--- config.mk ---
export PLATFORM = sky130hd
export DESIGN_NAME = timer_multi
export DESIGN_NICKNAME = d
export VERILOG_FILES = /design/src/rtl/timer_multi.sv
export SDC_FILE = /design/constraint.sdc
export NUM_CORES = 1
export LEC_CHECK = 0
export ABC_AREA = 1
export CORE_MARGIN = 2
export CORE_UTILIZATION = 55
export CTS_CLUSTER_DIAMETER = 100
export DETAILED_ROUTE_END_ITERATION = 7
export PLACE_DENSITY = 0.79
export SLEW_MARGIN = 10
export SYNTH_ARGS = -nofsm -noshare
export SYNTH_HDL_FRONTEND = slang
export SYNTH_SLANG_ARGS = --single-unit
--- constraint.sdc ---
create_clock -name clk -period 4.05 [get_ports clk]
set_input_delay 1.215 -clock clk [delete_from_list [all_inputs] [get_ports clk]]
set_output_delay 1.215 -clock clk [all_outputs]
set_load 0.1 [all_outputs]
--- src/rtl/timer_multi.sv ---
`default_nettype none
// ============================================================================
// Module   : timer_multi
// Purpose  : Per-channel grant-hold limiter placed between CHANNELS requesters
//            and an arbiter. Each channel masks its request once it has held a
//            grant for 'limit' cycles. It then sits out a HOLDOFF period and
//            raises a one-cycle timeout pulse.
// Options  : TIMER_STATS_EN adds per-channel saturating expiry counters
//            on the expire_count output bus.
// Revision : 1.0 - initial multi-channel release
// ============================================================================
module timer_multi #(
   parameter int CHANNELS    = 4,
   parameter int COUNT_WIDTH = 16,
   parameter int HOLDOFF     = 2
) (
   input  logic                     clk,
   input  logic                     rst,
   input  logic [COUNT_WIDTH-1:0]   limit,
   input  logic [CHANNELS-1:0]      up_req,
   output logic [CHANNELS-1:0]      up_grant,
   input  logic [CHANNELS-1:0]      up_ack,
   output logic [CHANNELS-1:0]      down_req,
   input  logic [CHANNELS-1:0]      down_grant,
   output logic [CHANNELS-1:0]      down_ack,
`ifdef TIMER_STATS_EN
   output logic [CHANNELS*16-1:0]   expire_count,
`endif
   output logic [CHANNELS-1:0]      timeout_pulse
);

   typedef enum logic [1:0] {
      ST_IDLE    = 2'd0,
      ST_GRANTED = 2'd1,
      ST_HOLDOFF = 2'd2
   } state_t;

   // Last holdoff count value; clamped so HOLDOFF=0 still elaborates cleanly.
   localparam int                     HOLD_LAST_I = (HOLDOFF > 0) ? HOLDOFF - 1 : 0;
   localparam logic [COUNT_WIDTH-1:0] HOLD_LAST   = COUNT_WIDTH'(HOLD_LAST_I);
   localparam logic [COUNT_WIDTH-1:0] CNT_MAX     = '1;

   // Grant and acknowledge pass straight through.
   assign up_grant = down_grant;
   assign down_ack = up_ack;

   for (genvar i = 0; i < CHANNELS; i++) begin : g_ch
      state_t                 state_q, state_d;
      logic [COUNT_WIDTH-1:0] cnt_q, cnt_d;
      logic                   pulse_q;
      logic                   expired;
      logic                   expire_evt;

      // Channel is over its budget; >= lets a lowered limit bite at once.
      always_comb begin
         expired = (state_q == ST_GRANTED) && (limit != '0) && (cnt_q >= limit);
      end

      // Request mask; during reset the request is passed through unmodified.
      always_comb begin
         if (rst) begin
            down_req[i] = up_req[i];
         end else begin
            down_req[i] = up_req[i] & ~expired & (state_q != ST_HOLDOFF);
         end
      end

      // Next-state and counter logic for one channel.
      always_comb begin
         state_d    = state_q;
         cnt_d      = cnt_q;
         expire_evt = 1'b0;
         case (state_q)
            ST_IDLE: begin
               cnt_d = '0;
               if (down_grant[i]) begin
                  state_d = ST_GRANTED;
                  cnt_d   = COUNT_WIDTH'(1);
               end
            end
            ST_GRANTED: begin
               if (expired) begin
                  // Expiry wins over a simultaneous grant drop.
                  expire_evt = 1'b1;
                  cnt_d      = '0;
                  state_d    = (HOLDOFF > 0) ? ST_HOLDOFF : ST_IDLE;
               end else if (!down_grant[i]) begin
                  state_d = ST_IDLE;
                  cnt_d   = '0;
               end else if (cnt_q != CNT_MAX) begin
                  cnt_d = cnt_q + COUNT_WIDTH'(1);
               end
            end
            ST_HOLDOFF: begin
               if (cnt_q == HOLD_LAST) begin
                  state_d = ST_IDLE;
                  cnt_d   = '0;
               end else begin
                  cnt_d = cnt_q + COUNT_WIDTH'(1);
               end
            end
            default: begin
               state_d = ST_IDLE;
               cnt_d   = '0;
            end
         endcase
      end

      // State, counter and pulse registers.
      always_ff @(posedge clk) begin
         if (rst) begin
            state_q <= ST_IDLE;
            cnt_q   <= '0;
            pulse_q <= 1'b0;
         end else begin
            state_q <= state_d;
            cnt_q   <= cnt_d;
            pulse_q <= expire_evt;
         end
      end

      assign timeout_pulse[i] = pulse_q;

`ifdef TIMER_STATS_EN
      logic [15:0] exp_cnt_q;

      // Saturating count of expiries for this channel.
      always_ff @(posedge clk) begin
         if (rst) begin
            exp_cnt_q <= '0;
         end else if (expire_evt && (exp_cnt_q != 16'hFFFF)) begin
            exp_cnt_q <= exp_cnt_q + 16'd1;
         end
      end

      assign expire_count[16*i +: 16] = exp_cnt_q;
`endif
   end

endmodule
`default_nettype wire

==> run metrics <==
number of max-slew violations in the final report 0; routed wire length 18.5 mm; overall power 1870 uW; die area 13000 sq um; Pint 1360 uW; hold buffers post-CTS 0; Clock Latency Late Sink 350 ps; Crit path max-delay family buffers and inverters; Leakage 0.00441 uW; Starting Density 55.8%; Layout Cells excl Fill 1264; # clock sinks 76; yosys warns 0; iteration-0 DRC count of the detailed router 607; failing checks setup timing; initial antenna violation count 0; synthesized net count 1156; TritonRoute pass-1 iters 6; Critical Path Sink Type output pin; Tcrit/Tclk final 101%; first-pass GRT wire length 29.2 mm; worst slew pin tran 965 ps; TritonCTS buffer count 9; die width 114 um; crit path launch type input port; Slew headroom 35.5%; # DRC 0; drt via density 5.39; Clock power frac 43.6%; PwrDens 224 nW/um^2; crit path kind in -> out; Netlist cell types 46; Net Sw Frac 27.2%; Main synth FF type dfxtp_1; VDD IR max 0.165 mV; NetSw 510 uW; Core ar. 11900 sq um; row cnt 40; sequential share of power 40.8%; deepest clock path buffer count 2; clk_skew 7.45 ps; Worst Path Max Fanout 4; post-layout util 70.1%; DR vias 6807; post-synthesis sequential area ratio 22.9%; Port Buffer Count 37; number of global-route vias before repair 6109; Post-synth EDFFs 0; Antenna diodes 0; cells traversed along the worst timing path buf_8, inv_8, ha_4, buf_6, nand4_1, nand3_2, nand2_2, inv_2, nand2_2, nand2_2, nand2_4, o211ai_1, clkinvlp_4, buf_12; top-level port count 46; Mapped Area 6650 sq um; DP Cell Count 1243; max-cap viol count 0; gr usage total 27.9%; crit-path max cell delay 280 ps; f_max 245 MHz; setup TNS -38.5 ps; drt wl/cell 14.6 um; Worst-path clk slew 50 ps; # nets final 1215; Final Hold Vio Count 0; layout cell share with drive strength beyond 1 18.7%; crit path buf inv count 6; H-tree Lvls 3; worst endpoint required time 2830 ps; antenna-violating nets left 0; CP max-delay cell o211ai_1; final setup margin -31.5 ps; outcome finished, violations left; endpoints failing setup 2; Post-Synthesis Cells 1054; grt total ovfl 0; Root Buffer clkbuf_16; combinational share of power 15.6%; unrepaired setup endpoints after global routing true; CTS tree built; P&R area growth vs syn 25.6%; largest net degree at the start of global routing 37; Placer Congestion 0.888; Final min period 4080 ps; mean area per synthesized cell 6.31 sq um; worst hold path class reg -> reg; post-synthesis async set-or-reset flop share 0%; Critical Path AT 2870 ps; dpl hpwl 12.4 mm; pre-CTS setup slack -473 ps; Most Frequent Cell on Critical Path nand2_2; Die H 114 um; flop and latch count out of synthesis 76
[worst min-delay path, delay by kind of cell, from the launching register on]
kind	cells	cell delay [ps]
flops	1	350
simple gates	2	130
[final timing paths]
check | from | endpoint | slack, ps | cells after the start
worst max-delay path | limit[7] | down_req[1] | -30 | 14
worst min-delay path | g_ch[0].cnt_q[0] | g_ch[0].cnt_q[0] | 530 | 2
worst min register to register | g_ch[0].cnt_q[0] | g_ch[0].cnt_q[0] | 530 | 2
worst max register to register | g_ch[1].cnt_q[7] | g_ch[1].cnt_q[15] | 1460 | 16
[metal layers]
layer  share of wire (%)  global-route usage, %  vias up  routed length, um
li1                    -                      -     3467                  -
met1                  43                   36.4     3034               7960
met2                  47                   45.3      251               8640
met3                 6.6                   6.00       55               1220
met4                 3.5                   10.2        0                646
met5                   0                      0        -                  0
[state kept, by name, indices dropped and copies added (netlist names)]
name          cells
g_ch.cnt_q       64
g_ch.state_q      8
g_ch.pulse_q      4
[layout by cell type, fill, tap and decap left out, drive strengths merged, types with 2 or more instances in the layout]
cell type / count
clkinv: 3
nor4: 9
buf: 58
a21oi: 40
nand2: 295
o21ai: 23
xor2: 17
o21bai: 8
dfxtp: 76
nand3: 84
nor2: 87
clkinvlp: 2
or2: 5
clkdlybuf4s50: 13
o22ai: 2
a21boi: 3
o211ai: 4
ha: 72
clkbuf: 15
inv: 214
nor3b: 2
nand3b: 3
o21a: 2
nor3: 30
nand4: 44
[stage by stage]
step                hold slack (ps)  instance area [sq um]
detailed placement              528                   7370
CTS                             542                   8050
global placement                517                   7370
floorplan                       488                   6670
finish                          534                   8360
global route                    574                   8360
[Yosys cell counts, types with 2 or more instances]
cell | n | area [sq um]
clkinv_1 | 2 | 7.51
inv_1 | 206 | 773
nand3b_1 | 2 | 15.0
o21ai_0 | 18 | 90.1
nor2_1 | 77 | 289
nor3_1 | 25 | 125
nor4_1 | 8 | 50.1
nand3_2 | 6 | 60.1
nor2_2 | 7 | 43.8
nor3_4 | 2 | 32.5
o21bai_1 | 7 | 52.6
nand3_1 | 78 | 390
nand4_2 | 2 | 25.0
o22ai_1 | 2 | 12.5
clkbuf_1 | 4 | 15.0
ha_1 | 72 | 901
nand2_1 | 283 | 1060
buf_6 | 2 | 22.5
or2_2 | 4 | 25.0
buf_2 | 5 | 25.0
nor3_2 | 3 | 30.0
buf_4 | 14 | 105
inv_2 | 9 | 33.8
o21a_1 | 2 | 15.0
nand4_1 | 42 | 263
nand2_4 | 5 | 56.3
a21boi_0 | 2 | 15.0
dfxtp_1 | 76 | 1520
a21oi_1 | 40 | 200
xor2_1 | 17 | 149
o21ai_1 | 5 | 25.0
nor2_4 | 3 | 33.8
o211ai_1 | 4 | 30.0
nand2_2 | 7 | 43.8
nor3b_1 | 2 | 15.0
[logic make-up (layout without fill, tap and decap cells)]
| logic type | after synthesis | in the layout | share of synthesized area [%] |
|---|---|---|---|
| flip-flops | 76 | 76 | 22.9 |
| AND/OR/NAND/NOR | 560 | 560 | 39.1 |
| XOR/XNOR | 18 | 18 | 2.37 |
| buffers and inverters | 243 | 306 | 14.9 |
| AO/OA/AOI/OAI | 85 | 85 | 7.30 |
| adder cells (fa/ha/maj) | 72 | 72 | 13.5 |
[what timing repair did]
action                     CTS  global route
setup buffers                2             4
pin swaps                   37            43
setup endpoints to repair    4             4
resized for setup          127            64
[power by group through the flow]
stage,clock network (uW),registers (uW),logic [uW]
finish,817,763,293
global route,864,765,313
CTS,828,763,259
detailed placement,0,780,238
global placement,0,779,235
floorplan,0,777,162
[final cells by class]
type / count / area [sq um]
Clock buffer: 13 / 250
Clock inverter: 2 / 35.0
Fill cell: 960 / 3560
Inverter: 218 / 878
Multi-Input combinational cell: 735 / 4740
Sequential cell: 76 / 1520
Tap cell: 147 / 184
Timing Repair Buffer: 73 / 746
Note: power is estimated with default switching activity, not from simulation.
